`config.mk`:
```
export PLATFORM = sky130hd
export DESIGN_NAME = param_table_streamer_flat
export DESIGN_NICKNAME = d
export VERILOG_FILES = /design/src/rtl/param_table_pkg.sv /design/src/rtl/param_table_streamer_if.sv /design/src/rtl/param_beat_slicer.sv /design/src/rtl/param_table_streamer.sv /design/src/flat_wrapper.sv
export SDC_FILE = /design/constraint.sdc
export NUM_CORES = 1
export LEC_CHECK = 0
export CAP_MARGIN = 10
export CORE_ASPECT_RATIO = 0.8
export CORE_UTILIZATION = 44
export CTS_BUF_LIST = sky130_fd_sc_hd__clkbuf_16
export CTS_CLUSTER_DIAMETER = 50
export DETAILED_ROUTE_END_ITERATION = 16
export SYNTH_ARGS = -nofsm -noshare
export SYNTH_HDL_FRONTEND = slang
export SYNTH_HIERARCHICAL = 1
export SYNTH_SLANG_ARGS = --single-unit
```
`constraint.sdc`:
```
create_clock -name clk -period 2.7 [get_ports clk]
set_input_delay 0.54 -clock clk [delete_from_list [all_inputs] [get_ports clk]]
set_output_delay 0.54 -clock clk [all_outputs]
set_load 0.01 [all_outputs]
```
`src/rtl/param_table_pkg.sv`:
```
// Parameter table contents and shared types for the table streamer.
// Entries are stored already truncated to their table width.
package param_table_pkg;

  localparam int NUM_ENTRIES = 11;
  localparam int MAX_W       = 600;
  localparam int IDX_W       = $clog2(NUM_ENTRIES);
  localparam int BEAT_W      = $clog2((MAX_W + 7) / 8 + 1);

  typedef struct packed {
    int unsigned      width;
    logic [MAX_W-1:0] value;
  } entry_t;

  localparam entry_t PARAM_TABLE [NUM_ENTRIES] = '{
    '{32'd1,   600'h1},
    '{32'd2,   600'h3},
    '{32'd600, 600'ha364c9849f8298c66d659},
    '{32'd8,   600'd100},
    '{32'd16,  600'hF618},
    '{32'd32,  600'd50},
    '{32'd64,  600'h11c98c031cb},
    '{32'd32,  600'd125000},
    '{32'd130, 600'h8c523ec7dc553a2b},
    '{32'd8,   600'd200},
    '{32'd64,  600'h2540be400}
  };

  typedef enum logic [1:0] {
    IDLE,
    LOAD,
    STREAM,
    DONE
  } state_t;

  function automatic int unsigned ceil_div(
    input int unsigned a,
    input int unsigned b
  );
    return (a + b - 1) / b;
  endfunction

endpackage

```
`src/rtl/param_table_streamer_if.sv`:
```
// Valid/ready beat bus carrying table slices with framing and beat index.
// Master drives the beat, slave drives ready.
interface param_table_streamer_if #(
  parameter int DATA_W = 32,
  parameter int BEAT_W = param_table_pkg::BEAT_W
);

  logic              m_valid_o;
  logic              m_ready_i;
  logic [DATA_W-1:0] m_data_o;
  logic              m_first_o;
  logic              m_last_o;
  logic [BEAT_W-1:0] m_beat_o;

  modport master (
    output m_valid_o,
    output m_data_o,
    output m_first_o,
    output m_last_o,
    output m_beat_o,
    input  m_ready_i
  );

  modport slave (
    input  m_valid_o,
    input  m_data_o,
    input  m_first_o,
    input  m_last_o,
    input  m_beat_o,
    output m_ready_i
  );

endinterface

```
`src/rtl/param_beat_slicer.sv`:
```
// Picks beat `beat` out of a table value, zeroing bits at or past `width`.
// Purely combinational.
module param_beat_slicer
  import param_table_pkg::*;
#(
  parameter int DATA_W = 32
) (
  input  logic [31:0]       width,
  input  logic [MAX_W-1:0]  value,
  input  logic [BEAT_W-1:0] beat,
  output logic [DATA_W-1:0] data
);

  logic [31:0]       base;
  logic [DATA_W-1:0] raw;

  always_comb begin
    base = 32'(beat) * 32'(DATA_W);
    raw  = DATA_W'(value >> base);
    data = '0;
    for (int i = 0; i < DATA_W; i++) begin
      data[i] = raw[i] & ((base + 32'(i)) < width);
    end
  end

endmodule

```
`src/rtl/param_table_streamer.sv`:
```
// Streams one parameter table entry as DATA_W-bit beats with backpressure.
// Beats sit in an output register so they hold while the sink stalls.
module param_table_streamer
  import param_table_pkg::*;
#(
  parameter int DATA_W = 32
) (
  input  logic             clk,
  input  logic             rst,
  input  logic             start_i,
  input  logic [IDX_W-1:0] sel_i,
  output logic             busy_o,
  output logic             done_o,
  output logic             err_o,
  param_table_streamer_if.master m
);

  localparam logic [IDX_W-1:0] LAST_SEL = IDX_W'(NUM_ENTRIES - 1);

  state_t             state_q;
  state_t             state_d;
  logic [IDX_W-1:0]   sel_q;
  logic [MAX_W-1:0]   value_q;
  logic [31:0]        width_q;
  logic [BEAT_W-1:0]  nbeats_q;
  logic [BEAT_W-1:0]  cnt_q;
  logic               err_q;
  logic               sel_ok;
  logic               accept;
  logic               load_beat;
  logic               xfer;
  logic [DATA_W-1:0]  slice;

  assign sel_ok = sel_i <= LAST_SEL;
  assign xfer   = m.m_valid_o && m.m_ready_i;
  assign busy_o = (state_q == LOAD) || (state_q == STREAM);
  assign done_o = state_q == DONE;
  assign err_o  = err_q;

  param_beat_slicer #(
    .DATA_W(DATA_W)
  ) u_slicer (
    .width(width_q),
    .value(value_q),
    .beat (cnt_q),
    .data (slice)
  );

  always_comb begin
    state_d   = state_q;
    accept    = 1'b0;
    load_beat = 1'b0;
    unique case (state_q)
      IDLE: begin
        if (start_i && sel_ok) begin
          accept  = 1'b1;
          state_d = LOAD;
        end
      end
      LOAD: state_d = STREAM;
      STREAM: begin
        // refill the output register whenever it is empty or draining
        if (xfer && m.m_last_o) begin
          state_d = DONE;
        end else if (!m.m_valid_o || m.m_ready_i) begin
          load_beat = 1'b1;
        end
      end
      DONE: state_d = IDLE;
      default: state_d = IDLE;
    endcase
  end

  always_ff @(posedge clk) begin
    if (rst) begin
      state_q     <= IDLE;
      sel_q       <= '0;
      value_q     <= '0;
      width_q     <= '0;
      nbeats_q    <= '0;
      cnt_q       <= '0;
      err_q       <= 1'b0;
      m.m_valid_o <= 1'b0;
      m.m_data_o  <= '0;
      m.m_first_o <= 1'b0;
      m.m_last_o  <= 1'b0;
      m.m_beat_o  <= '0;
    end else begin
      state_q <= state_d;
      err_q   <= (state_q == IDLE) && start_i && !sel_ok;
      if (accept) begin
        sel_q <= sel_i;
      end
      if (state_q == LOAD) begin
        value_q  <= PARAM_TABLE[sel_q].value;
        width_q  <= PARAM_TABLE[sel_q].width;
        nbeats_q <= BEAT_W'(ceil_div(PARAM_TABLE[sel_q].width, DATA_W));
        cnt_q    <= '0;
      end
      if (load_beat) begin
        m.m_valid_o <= 1'b1;
        m.m_data_o  <= slice;
        m.m_first_o <= cnt_q == '0;
        m.m_last_o  <= cnt_q == nbeats_q - 1'b1;
        m.m_beat_o  <= cnt_q;
        cnt_q       <= cnt_q + 1'b1;
      end else if (state_d == DONE) begin
        m.m_valid_o <= 1'b0;
        m.m_data_o  <= '0;
        m.m_first_o <= 1'b0;
        m.m_last_o  <= 1'b0;
        m.m_beat_o  <= '0;
      end
    end
  end

endmodule

```
`src/flat_wrapper.sv`:
```
// flat-port wrapper written by rule: the top's interface ports become plain ports
module param_table_streamer_flat import param_table_pkg::*;
#(
  parameter int DATA_W = 32
)
  (clk, rst, start_i, sel_i, busy_o, done_o, err_o, m_m_valid_o, m_m_data_o, m_m_first_o, m_m_last_o, m_m_beat_o, m_m_ready_i);
  param_table_streamer_if #(.DATA_W(DATA_W), .BEAT_W(BEAT_W)) m_i ();
  input  logic clk;
  input  logic rst;
  input  logic start_i;
  input  logic [IDX_W-1:0] sel_i;
  output logic busy_o;
  output logic done_o;
  output logic err_o;
  output wire logic [$bits(m_i.m_valid_o)-1:0] m_m_valid_o;
  output wire logic [$bits(m_i.m_data_o)-1:0] m_m_data_o;
  output wire logic [$bits(m_i.m_first_o)-1:0] m_m_first_o;
  output wire logic [$bits(m_i.m_last_o)-1:0] m_m_last_o;
  output wire logic [$bits(m_i.m_beat_o)-1:0] m_m_beat_o;
  input wire logic [$bits(m_i.m_ready_i)-1:0] m_m_ready_i;
  assign m_m_valid_o = m_i.m_valid_o;
  assign m_m_data_o = m_i.m_data_o;
  assign m_m_first_o = m_i.m_first_o;
  assign m_m_last_o = m_i.m_last_o;
  assign m_m_beat_o = m_i.m_beat_o;
  assign m_i.m_ready_i = m_m_ready_i;
  param_table_streamer #(.DATA_W(DATA_W)) u_core (.clk(clk), .rst(rst), .start_i(start_i), .sel_i(sel_i), .busy_o(busy_o), .done_o(done_o), .err_o(err_o), .m(m_i));
endmodule
```
==> impl_metrics.csv, run 1 <==
group,metric,value,unit
logic_synthesis,yosys_warnings,6,
floorplan,num_rows,48,
logic_synthesis,synthFlopType,"dfxtp_1",
cts,cts_buffers,9,
logic_synthesis,async_flop_share,0,%
cts,post_cts_buffers,0,
drt,routed_via_density,4.88,
grt,track_usage,25.5,%
grt,grt_max_degree,64,
logic_synthesis,synthesis.instances,1031,
logic_synthesis,netlist_area,9670,µm²
layout,fin_nets,1642,
timing,worst_slew_pin_slew,1.10,ns
drt,vias,9230,
drt,ant_nets,0,
logic_synthesis,syn_avg_cell_area,9.38,µm²
logic_synthesis,synthAdderAreaFrac,2.72,%
floorplan,core,21600,µm²
worst_setup_path,crit_path_end_kind,"flip-flop",
drt,drt_drc_violations_left,0,
place,dpl.hpwl,21.2,mm
power,leakagePower,5.14,nW
hold_path,hp-class,"reg2reg",
floorplan,start_util,44.9,%
cts,htree_levels,3,
floorplan,io_pins,53,
timing,finalHoldViolCount,0,
drt,avgRoutedWirePerCell,14.8,µm
cts,ctsResizeCount,0,
drt,routed_wl,28.0,mm
timing,skew,0.0105,ns
grt,grt_pass1_vias,8308,
worst_setup_path,cp_max_fo,11,
worst_setup_path,cp.arrival,2.76,ns
floorplan,die_w,168,µm
logic_synthesis,synth-xor-area-share,0.634,%
layout,stdcell_count,1893,
cts,cts_hold_buf,0,
cts,clk_latency,0.35,ns
cts,clkSinkCount,93,
logic_synthesis,synth_cell_type_count,65,
timing,slew_headroom,26.4,%
timing,slew_viol_final,0,
place,dp_slack,0.211,ns
timing,grt_setup_unrepaired,"false",
drt,drt_pass1_iterations,5,
grt,grt_overflow,0,
power,power_density,589,nW/µm²
timing,period_share,93.7,%
worst_setup_path,setup.worst_path.class,"reg2reg",
logic_synthesis,synth_compound_area_share,17.0,%
timing,tns,0,ns
grt,antenna_found_initial,0,
cts,cts_buffer_depth,2,
place,dp_cells,1877,
logic_synthesis,synth-seq-area-share,19.2,%
layout,antennaDiodeCount,0,
logic_synthesis,synth.area.mux_share,37.7,%
floorplan,dieArea,22600,µm²
place,portBuffers,52,
cts,cts_tree,"built",
worst_setup_path,worst_ep_required_time,2.93,ns
floorplan,die_h,135,µm
logic_synthesis,synth-edff-count,0,
cts,clk_pin_slew,0.07,ns
layout,area_growth,33.7,%
timing,worst_slack,0.171,ns
grt,grt_pass1_wl,45.0,mm
outcome,outcome,"complete, no violations",
layout,drive_gt1_share,15.1,%
logic_synthesis,synth-simple-area-share,16.1,%
timing,setup_viol,0,
place,gp_congestion,0.880,
worst_setup_path,start_kind,"flip-flop",
logic_synthesis,synth_top_family_by_area,"multiplexers",
drt,first_iter_violations,613,
cts,cts_root_buf,"clkbuf_16",
timing,clock.fmax,395,MHz
timing,fin_crit,2.53,ns
power,ir_drop,0.000424,V
logic_synthesis,ys_seq_elements,93,
flow_run,drv_cap,0,
power breakdown:
group          total, W  internal (W)  switching, W
logic           0.00434       0.00202       0.00233
registers       0.00195       0.00161      0.000337
clock network   0.00132      0.000733      0.000590
total           0.00762       0.00436       0.00325
state kept, by name, indices dropped and copies added, names as in the netlist:
| register | flops |
|---|---|
| u_core/cnt_q | 7 |
| u_core/err_o | 1 |
| u_core/m.m_beat_o | 7 |
| u_core/m.m_data_o | 32 |
| u_core/m.m_first_o | 1 |
| u_core/m.m_last_o | 1 |
| u_core/m.m_valid_o | 1 |
| u_core/nbeats_q | 5 |
| u_core/sel_q | 4 |
| u_core/state_q | 2 |
| u_core/value_q | 26 |
| u_core/width_q | 6 |
critical path, cell delays in order, from the launching register on:
cell and delay (ns):
dfxtp_2 0.53, clkinv_1 0.39, buf_4 0.31, mux2i_1 0.22
nor2_1 0.11, a2111oi_2 0.61, a21oi_1 0.09, nand2_1 0.09
a21oi_1 0.06
cell usage in the layout, fill, tap and decap left out, types with 4 or more instances in the layout:
cell             instances
nand3b_1                 8
clkdlybuf4s50_1         51
nor2_1                  97
nor2b_1                  8
a2111oi_2                6
mux4_2                 104
nand3_2                 10
nor3_1                  22
xnor2_1                  6
a211oi_1                18
mux2i_1                107
ha_1                    20
a22oi_1                 10
clkbuf_16                9
o211ai_1                 4
mux2_2                  21
nand3_1                 56
nor4_1                   6
a311oi_1                 7
nand2b_1                13
buf_12                   7
o221a_2                  5
dfxtp_1                 90
nand2_1                 76
inv_1                   21
o22ai_1                  8
a21oi_1                 83
a221oi_1                27
o21ai_0                 31
buf_4                   46
and3_1                   4
a21oi_2                 12
conb_1                 569
final cells by class:
type | instances | area, µm²
inverter | 22 | 82.6
multi-input combinational | 1383 | 9330
clock inverter | 7 | 80.1
timing repair buffer | 104 | 996
sequential | 93 | 1870
fill | 2074 | 8630
tap | 275 | 344
clock buffer | 9 | 225
metal layers:
layer	global-route usage (%)	wire length [µm]
met5	0	0
met4	5.20	405
met3	3.11	1590
met2	41.3	12700
met1	36.7	13300
Yosys cell counts (3+ instances only):
| cell type | number | area share, % |
|---|---|---|
| a2111oi_2 | 6 | 0.93 |
| nand2_1 | 76 | 2.9 |
| ha_1 | 21 | 2.7 |
| buf_1 | 8 | 0.31 |
| nor2b_1 | 8 | 0.52 |
| nand2b_1 | 13 | 0.84 |
| a221oi_1 | 27 | 2.4 |
| or3_1 | 3 | 0.19 |
| a311oi_1 | 7 | 0.63 |
| o221a_2 | 5 | 0.58 |
| mux4_2 | 104 | 24 |
| o21ai_0 | 31 | 1.6 |
| buf_6 | 9 | 1.0 |
| nor3_1 | 22 | 1.1 |
| nand3_2 | 10 | 1.0 |
| mux2i_1 | 107 | 11 |
| nor4_1 | 6 | 0.39 |
| o2111ai_1 | 3 | 0.27 |
| a21oi_2 | 11 | 1.0 |
| and2_1 | 3 | 0.19 |
| and3_1 | 4 | 0.26 |
| inv_1 | 21 | 0.81 |
| a211oi_1 | 18 | 1.4 |
| o22ai_1 | 8 | 0.52 |
| a221oi_2 | 3 | 0.47 |
| nor2_1 | 97 | 3.8 |
| buf_2 | 33 | 1.7 |
| dfxtp_1 | 93 | 19 |
| a22oi_1 | 10 | 0.78 |
| a21oi_1 | 84 | 4.3 |
| buf_4 | 16 | 1.2 |
| mux2_2 | 21 | 2.4 |
| nand3_1 | 56 | 2.9 |
| xnor2_1 | 6 | 0.54 |
| nand3b_1 | 8 | 0.62 |
| clkbuf_1 | 35 | 1.4 |
| o211ai_1 | 4 | 0.31 |
path summary, 6_finish.rpt:
kind	from	to	slack [ns]	cells past startpoint
worst max register to register	u_core/cnt_q[2]	u_core/m.m_data_o[4]	0.17	8
worst min register to register	u_core/m.m_beat_o[6]	u_core/m.m_beat_o[6]	0.46	2
worst max-delay path	u_core/cnt_q[2]	u_core/m.m_data_o[4]	0.17	8
worst min-delay path	u_core/m.m_beat_o[6]	u_core/m.m_beat_o[6]	0.46	2
stage by stage:
| step | power (W) | hold slack [ns] | instance area [µm²] | utilization (%) |
|---|---|---|---|---|
| finish | 0.00762 | 0.456 | 12900 | 60.0 |
| floorplan | 0.00525 | 0.443 | 11800 | - |
| global route | 0.00812 | 0.471 | 12900 | 60.0 |
| CTS | 0.00755 | 0.461 | 12900 | 60.0 |
| detailed placement | 0.00623 | 0.447 | 12600 | 58.5 |
| global placement | 0.00621 | 0.446 | 12600 | 58.5 |
cells by family (layout without fill, tap and decap cells):
logic type	after synthesis	after routing
AO/OA/AOI/OAI	234	234
XOR/XNOR	7	7
adder cells (fa/ha/maj)	21	21
buffers and inverters	123	142
flip-flops	93	93
multiplexers	232	232
other	1	569
AND/OR/NAND/NOR	320	320
Power figures use the tool's default switching activity.
==> run 2: changes to the inputs <==
Settings changed: PLACE_DENSITY set to 0.66.
==> impl_metrics.csv, run 2 (same netlist as run 1, synthesis figures left out) <==
group,metric,value,unit
drt,drt_pass1_iterations,5,
timing,slew_headroom,36.5,%
worst_setup_path,worst_ep_required_time,2.90,ns
power,p_switching,0.00326,W
floorplan,start_util,44.9,%
worst_setup_path,crit_path_end_kind,"flip-flop",
layout,reg_top3,"u_core/m.m_data_o: 32 flops, u_core/value_q: 26 flops",
power,p_clk_share,17.6,%
timing,finalHoldViolCount,0,
grt,grt_pass1_vias,8392,
drt,drt_drc_violations_left,0,
worst_setup_path,cp.arrival,2.70,ns
power,leakagePower,5.18,nW
worst_setup_path,reg2reg_depth,8,
grt,grt_overflow,0,
worst_setup_path,cp_max_fo,62,
cts,cts_root_buf,"clkbuf_16",
worst_setup_path,setup.worst_path.class,"reg2reg",
timing,fin_crit,2.51,ns
timing,setup_viol,0,
layout,final_cell_mix,"conb_1, mux2i_1, mux4_2",
floorplan,die_w,168,µm
timing,slew_viol_final,0,
cts,clk_latency,0.34,ns
grt,grt_max_degree,63,
hold_path,hold_end,"u_core/m.m_beat_o[2]",
layout,top_register,"u_core/m.m_data_o",
place,portBuffers,52,
place,gp_congestion,0.879,
layout,area_growth,34.2,%
power,ir_drop,0.000464,V
place,dpl.hpwl,21.0,mm
hold_path,worstHoldPathCells,2,
layout,antennaDiodeCount,0,
grt,antenna_found_initial,0,
worst_setup_path,rr_endpoint,"u_core/m.m_data_o[29]",
floorplan,core,21600,µm²
floorplan,num_rows,48,
floorplan,dieArea,22600,µm²
power,pwr-share-seq,24.8,%
cts,clk_pin_slew,0.07,ns
timing,worst_slew_pin_slew,0.948,ns
floorplan,io_pins,53,
power,p_int,0.00448,W
drt,routed_via_density,4.93,
worst_setup_path,crit_slowest_cell,"dfxtp_4",
cts,clkSinkCount,93,
cts,cts_buffers,9,
timing,worst_slack,0.193,ns
power,power_density,596,nW/µm²
layout,drive_gt1_share,15.1,%
cts,cts_tree,"built",
power,combPwrFrac,57.6,%
flow_run,drv_cap,0,
timing,clock.fmax,399,MHz
cts,cts_buffer_depth,2,
drt,routed_wl,28.0,mm
cts,htree_levels,3,
worst_setup_path,path_cells,"buf_12 -> nand2b_1 -> a211oi_1 -> a311oi_1 -> a221oi_1 -> nor3_1 -> nand2_1 -> a21oi_1",
timing,tns,0,ns
layout,layout_commonest_cell,"conb_1",
drt,avgRoutedWirePerCell,14.8,µm
drt,vias,9345,
worst_setup_path,regToRegStartpoint,"u_core/cnt_q[1]",
floorplan,die_h,135,µm
power,switching_share,42.1,%
worst_setup_path,max_stage_delay,0.55,ns
layout,largest_reg_flops,32,
outcome,outcome,"complete, no violations",
worst_setup_path,worst-r2r-setup-slack,0.19,ns
worst_setup_path,start_kind,"flip-flop",
hold_path,hp-class,"reg2reg",
timing,grt_setup_unrepaired,"false",
timing,period_share,92.9,%
grt,track_usage,25.5,%
layout,fin_nets,1644,
place,dp_slack,0.0936,ns
drt,ant_nets,0,
grt,grt_pass1_wl,45.2,mm
drt,first_iter_violations,881,
hold_path,hold_start,"u_core/m.m_beat_o[2]",
timing,skew,0.0126,ns
[run 2: stage by stage]
stage               std cells  utilization [%]  area (µm²)  power, W  hold slack, ns
floorplan                1599                -       11800   0.00525           0.443
global placement         1878             58.6       12600   0.00621           0.446
global route             1894             60.2       13000   0.00825           0.471
CTS                      1893             60.1       13000   0.00762           0.465
detailed placement       1878             58.6       12600   0.00626           0.451
finish                   1894             60.2       13000   0.00774           0.461
[run 2: worst max-delay path by stage]
stage	slack (ns)	to	start
CTS	0.1	u_core/m.m_data_o[29]	u_core/cnt_q[1]
global route	0.04	u_core/m.m_data_o[19]	u_core/cnt_q[0]
detailed placement	0.09	u_core/m.m_data_o[29]	u_core/cnt_q[1]
global placement	0.13	u_core/m.m_data_o[29]	u_core/cnt_q[1]
finish	0.19	u_core/m.m_data_o[29]	u_core/cnt_q[1]
floorplan	0.36	u_core/m.m_data_o[1]	u_core/nbeats_q[4]
[run 2: area by class of cell]
type                       instances  area, µm²
sequential                        93       1870
fill                            1994       8580
tap                              275        344
inverter                          22       82.6
clock buffer                      11        275
multi-input combinational       1383       9330
timing repair buffer             106       1030
clock inverter                     4       45.0
[run 2: worst max-delay path: cells and delay by family (launching register included)]
kind,cells,cell delay [ns]
and+or+nand+nor,3,0.47
AOI/OAI and AO/OA,4,0.93
DFF,1,0.55
buffers and inverters,1,0.37
[run 2: metal layers]
layer | share of wire, % | up-vias | GRT usage, %
li1 | - | 4582 | -
met1 | 47 | 4450 | 38.1
met2 | 46 | 285 | 39.9
met3 | 6.0 | 28 | 3.08
met4 | 1.3 | 0 | 4.13
met5 | 0 | - | 0
[run 2: timing repair]
action / CTS / global route
hold buffers: 0 / 0
endpoints found under the setup margin: 0 / 3
setup buffers: 0 / 1
endpoints found under the hold margin: 0 / 0
gates resized for setup: 0 / 2
[run 2: power by group through the flow]
stage                     clock network [W]  logic [W]  registers, W
after global placement                    0    0.00428       0.00193
after floorplan                           0    0.00344       0.00181
after CTS                           0.00138    0.00432       0.00191
after detailed placement                  0    0.00431       0.00194
after global routing                0.00144    0.00486       0.00195
final                               0.00136    0.00446       0.00192
